### src/rtl/spike_pkg.sv
// ============================================================================
//  Module      : spike_pkg
//  Description : Shared constants and FSM state type for the spike window
//                counter and the downstream winner-take-all argmax stage.
//  Revision    : 1.0 - initial release
// ============================================================================
`default_nettype none

package spike_pkg;

    // Default class count and counter width, shared with the argmax stage
    localparam int N_CLASSES_DEF = 10;
    localparam int CNT_W_DEF     = 8;

    // Saturation ceiling of a default-width class counter
    localparam logic [CNT_W_DEF-1:0] CNT_MAX = {CNT_W_DEF{1'b1}};

    // Window controller states
    typedef enum logic [0:0] {
        IDLE  = 1'b0,
        COUNT = 1'b1
    } state_t;

endpackage : spike_pkg

`default_nettype wire

### src/rtl/spike_sat_counter.sv
// ============================================================================
//  Module      : spike_sat_counter
//  Description : Per-class spike counter. Clears on clr, increments on inc,
//                and holds at the all-ones value instead of wrapping.
//  Revision    : 1.0 - initial release
// ============================================================================
`default_nettype none

module spike_sat_counter
    import spike_pkg::*;
#(
    parameter int CNT_W = CNT_W_DEF
) (
    input  logic             clk,
    input  logic             rst,
    input  logic             clr,
    input  logic             inc,
    output logic [CNT_W-1:0] count
);

    localparam logic [CNT_W-1:0] c_cnt_max = {CNT_W{1'b1}};

    // Count up on each inc, clear takes priority, hold once saturated
    always_ff @(posedge clk) begin
        if (rst) begin
            count <= '0;
        end else if (clr) begin
            count <= '0;
        end else if (inc && (count != c_cnt_max)) begin
            count <= count + CNT_W'(1);
        end
    end

endmodule : spike_sat_counter

`default_nettype wire

### src/rtl/spike_window_counter.sv
// ============================================================================
//  Module      : spike_window_counter
//  Description : Counts output-layer spikes per class over a programmable
//                window and publishes the per-class counts on a registered
//                bus with a one-cycle done pulse.
//                Optional macro SPIKE_EARLY_STOP_EN: end the window as soon
//                as any class counter reaches its saturation value.
//  Revision    : 1.0 - initial release
// ============================================================================
`default_nettype none

module spike_window_counter
    import spike_pkg::*;
#(
    parameter int N_CLASSES = N_CLASSES_DEF,
    parameter int CNT_W     = CNT_W_DEF,
    parameter int WIN_W     = 16
) (
    input  logic                       clk_i,
    input  logic                       rst_i,
    input  logic                       start_i,
    input  logic                       abort_i,
    input  logic [WIN_W-1:0]           window_len_i,
    input  logic [N_CLASSES-1:0]       spike_i,
    output logic                       busy_o,
    output logic                       done_o,
    output logic [N_CLASSES*CNT_W-1:0] counts_o
);

    state_t                     r_state;
    state_t                     w_state_nxt;
    logic [WIN_W-1:0]           r_timer;
    logic [N_CLASSES*CNT_W-1:0] r_counts;
    logic                       r_done;

    logic [N_CLASSES*CNT_W-1:0] w_cnt;
    logic [N_CLASSES*CNT_W-1:0] w_cnt_nxt;
    logic [WIN_W-1:0]           w_len;
    logic                       w_counting;
    logic                       w_accept;
    logic                       w_last;
    logic                       w_finish;

    assign w_counting = (r_state == COUNT);

    // A zero-length request still samples one cycle
    assign w_len = (window_len_i == '0) ? WIN_W'(1) : window_len_i;

    // One saturating counter per class; w_cnt_nxt is the value including
    // this cycle's spike, so the final sampled cycle can be published
    // without an extra pipeline stage.
    generate
        for (genvar k = 0; k < N_CLASSES; k++) begin : g_class
            spike_sat_counter #(
                .CNT_W (CNT_W)
            ) u_cnt (
                .clk   (clk_i),
                .rst   (rst_i),
                .clr   (w_accept),
                .inc   (w_counting & spike_i[k]),
                .count (w_cnt[k*CNT_W +: CNT_W])
            );

            assign w_cnt_nxt[k*CNT_W +: CNT_W] =
                (spike_i[k] && (w_cnt[k*CNT_W +: CNT_W] != {CNT_W{1'b1}}))
                    ? w_cnt[k*CNT_W +: CNT_W] + CNT_W'(1)
                    : w_cnt[k*CNT_W +: CNT_W];
        end
    endgenerate

`ifdef SPIKE_EARLY_STOP_EN
    logic [N_CLASSES-1:0] w_hit;

    // Flag classes whose count reaches the ceiling in this cycle
    generate
        for (genvar k = 0; k < N_CLASSES; k++) begin : g_hit
            assign w_hit[k] = (w_cnt_nxt[k*CNT_W +: CNT_W] == {CNT_W{1'b1}});
        end
    endgenerate

    assign w_last = (r_timer == WIN_W'(1)) || (|w_hit);
`else
    assign w_last = (r_timer == WIN_W'(1));
`endif

    // State register
    always_ff @(posedge clk_i) begin
        if (rst_i) begin
            r_state <= IDLE;
        end else begin
            r_state <= w_state_nxt;
        end
    end

    // Next-state logic; abort outranks the final sampled cycle
    always_comb begin
        w_state_nxt = r_state;
        w_accept    = 1'b0;
        w_finish    = 1'b0;
        case (r_state)
            IDLE: begin
                if (start_i) begin
                    w_accept    = 1'b1;
                    w_state_nxt = COUNT;
                end
            end
            COUNT: begin
                if (abort_i) begin
                    w_state_nxt = IDLE;
                end else if (w_last) begin
                    w_finish    = 1'b1;
                    w_state_nxt = IDLE;
                end
            end
            default: w_state_nxt = IDLE;
        endcase
    end

    // Window timer: loaded on start, counts down once per sampled cycle
    always_ff @(posedge clk_i) begin
        if (rst_i) begin
            r_timer <= '0;
        end else if (w_accept) begin
            r_timer <= w_len;
        end else if (w_counting) begin
            r_timer <= r_timer - WIN_W'(1);
        end
    end

    // Publish counts and pulse done when a window completes normally
    always_ff @(posedge clk_i) begin
        if (rst_i) begin
            r_counts <= '0;
            r_done   <= 1'b0;
        end else begin
            r_done <= w_finish;
            if (w_finish) begin
                r_counts <= w_cnt_nxt;
            end
        end
    end

    assign busy_o   = w_counting;
    assign done_o   = r_done;
    assign counts_o = r_counts;

endmodule : spike_window_counter

`default_nettype wire

### config.mk
export PLATFORM = sky130hd
export DESIGN_NAME = spike_window_counter
export DESIGN_NICKNAME = d
export VERILOG_FILES = /design/src/rtl/spike_pkg.sv /design/src/rtl/spike_sat_counter.sv /design/src/rtl/spike_window_counter.sv
export SDC_FILE = /design/constraint.sdc
export NUM_CORES = 1
export LEC_CHECK = 0
export CORE_MARGIN = 8
export CORE_UTILIZATION = 40
export CTS_CLUSTER_DIAMETER = 200
export DETAILED_ROUTE_END_ITERATION = 10
export PLACE_DENSITY = 0.61
export RECOVER_POWER = 100
export SYNTH_ARGS = -nofsm -noshare
export SYNTH_HDL_FRONTEND = slang
export SYNTH_SLANG_ARGS = --single-unit
### constraint.sdc
create_clock -name clk_i -period 2.6 [get_ports clk_i]
set_input_delay 0.78 -clock clk_i [delete_from_list [all_inputs] [get_ports clk_i]]
set_output_delay 0.78 -clock clk_i [all_outputs]
set_load 0.01 [all_outputs]
==> metrics.txt <==
Seq/Total Area, Yosys about two fifths; Lkg Pwr between 3 and 4 nW; I/O Pins around 110; flops & latches, synth 178; final hold violation count 0; Hold Crit Start counts_o[26]; Ys Warns 0; kind of critical path in2reg; H-Tree Level Count 4; Max stage delay cell, worst path or3_2; Finished Layout Cells between 1000 and 1500; CP cell instances clkdlybuf4s50_1, nor2b_1, nand3_1, or3_2, clkbuf_2, or3_1, a21oi_1; Arrival @ worst endpoint around 2800 ps; post-synth cell types 55; Synth async-reset ratio 0%; CTS clk-pin slew, worst paths 70 ps; RSZ-0062 raised after global routing false; f_max about 0.41 GHz; top cells by area, synth dfxtp_1 40%, a21oi_1 6.5%, nor2_1 5.3%; post-synth top area cell dfxtp_1; antenna diode count 0; Worst Hold Depth 2; pwr/cell area about 530 nW/um^2; Slew Limit Headroom approximately two fifths; Main synth FF type dfxtp_1; Final Skew 7.79 ps; total power 5.79 mW; count of final max-slew check failures 0; grt total ovfl 0; worst reg-to-reg path cell count 7; top cell type's share of synthesized area between 30% and 40%; worst hold-check slack ~450 ps; CTS buffer count 17; # clock sinks 178; Post-Syn Area per Cell between 8 and 9 um^2; row count 54; Worst Hold Class reg2reg; Crit Path Max Fanout 11; CP Depth 7; drt first pass iters 7; EDFF count, synth 0; fin crit share between 90 and 100%; Post-CTS Hold Fix Bufs 0; worst vdd ir between 0.0003 and 0.0004 V; total setup buffers inserted after CTS 0; initial antenna violation count 0; cell count after synthesis approximately 1100; Max Cap Viol 0; drt wl/cell roughly 16 um; delay-heaviest family, CP simple AND/OR/NAND/NOR gates; CTS resizes 0; CTS tree done; global-route wire length before repair 37600 um; most frequent cells in the layout 178 x dfxtp_1, 126 x nor2_1, 116 x a21oi_1; Final ANT Viol Nets 0; core area about 22000 um^2; DR vias approximately 8100; Slew @ Worst Pin ~870 ps; CTS Root Cell clkbuf_16; CTS max path bufs 2; Die X between 150 and 200 um; Initial Util 40.8%; DRC 0; post-detail-place hpwl around 16000 um; initial DRC count approximately 470; Critical Path Sink Type flop; Crit. Startpoint abort_i; final net count between 1000 and 1500; Buffers on Ports approximately 110; most common cell after layout, fill and taps aside dfxtp_1; worst path required time about 3000 ps; placed cells around 1400; Die Height approximately 170 um; vias in the first global route approximately 7400; layout cell share with drive strength beyond 1 5.94%; crit-path max cell delay approximately 480 ps; Skew-Pair Late Insertion Delay 420 ps; Mapped Area between 8000 and 9000 um^2; die area 27300 um^2; startpoint class of the critical path input port; GPL Wtd Cong about 0.86; Worst Path Buf+Inv 2; min cycle time layout approximately 2400 ps; Synthesized Nets around 1100; Detailed Route WL 22900 um; final setup violation count 0; status finished, final reports clean; Area growth, synth to finish 21.6%; largest net degree at the start of global routing 50; total negative setup slack 0 ps; worst reg2reg startpoint r_timer[5]; vias per inst around 5.5; GR Util All Layers about 17%
[where the power goes]
part,internal [mW],switching [mW]
registers,2.76,0.0418
logic,0.153,0.237
clock network,1.50,1.11
[path summary, 6_finish.rpt]
path                  end  slack, ps
max          counts_o[10]        170
min          counts_o[26]        450
max reg2reg  counts_o[19]        250
min reg2reg  counts_o[26]        450
[logic make-up (layout without fill, tap and decap cells)]
logic type / after synthesis / in the layout / synth area share, %
AND/OR/NAND/NOR: 463 / 463 / 26.4
AO/OA/AOI/OAI: 250 / 250 / 16.8
flip-flops: 178 / 178 / 40.0
buffers and inverters: 103 / 192 / 4.66
XOR/XNOR: 62 / 62 / 6.09
multiplexers: 39 / 39 / 4.45
adder cells (fa/ha/maj): 12 / 12 / 1.68
[registers in the layout, indices dropped and copies added (netlist names)]
signal / flops
r_timer: 16
done_o: 1
busy_o: 1
g_class.u_cnt.count: 80
counts_o: 80
[per-stage QoR]
stage,setup WS (ps),util [%],cell area [um^2]
after detailed placement,-224,47.5,10400
after global routing,20.7,49.7,10800
final,172,49.7,10800
after CTS,199,50.2,11000
after global placement,-186,47.5,10400
after floorplan,429,-,8910
[routing by layer]
metal / track usage, % / routed length, um
met1: 22.8 / 11300
met5: 0 / 0
met2: 26.5 / 10200
met4: 3.85 / 195
met3: 3.89 / 1210
[synth_stat cells, types with 4 or more instances]
library cell,n
xor2_1,39
nand2b_1,5
nor2b_1,5
o21ai_0,36
o211ai_1,19
o311ai_0,4
o22ai_1,5
nand3_1,54
nand2_1,115
nand3b_1,9
ha_1,12
clkbuf_1,80
mux2i_1,34
buf_2,4
a211o_1,6
dfxtp_1,178
a31oi_1,23
nand4_1,31
and3_1,25
a21oi_1,116
inv_1,15
mux2_2,5
nor4_1,9
xnor2_1,23
nor2_1,126
and4_1,25
or3_1,32
a211oi_1,21
a21o_1,4
nor3_1,9
[worst min-delay path, cell delays in order (launching register included)]
cell     delay [ps]
dfxtp_1         310
nand2_1          50
a21oi_1          50
[area by class of cell]
type	count	area, um^2
clock buffers	20	467
clock inverters	12	130
fillers	2124	11000
inverters	15	56.3
multi-input cells	826	4940
flip-flops and latches	178	3560
well taps	280	350
repair buffers	145	1330
Power figures use the tool's default switching activity.
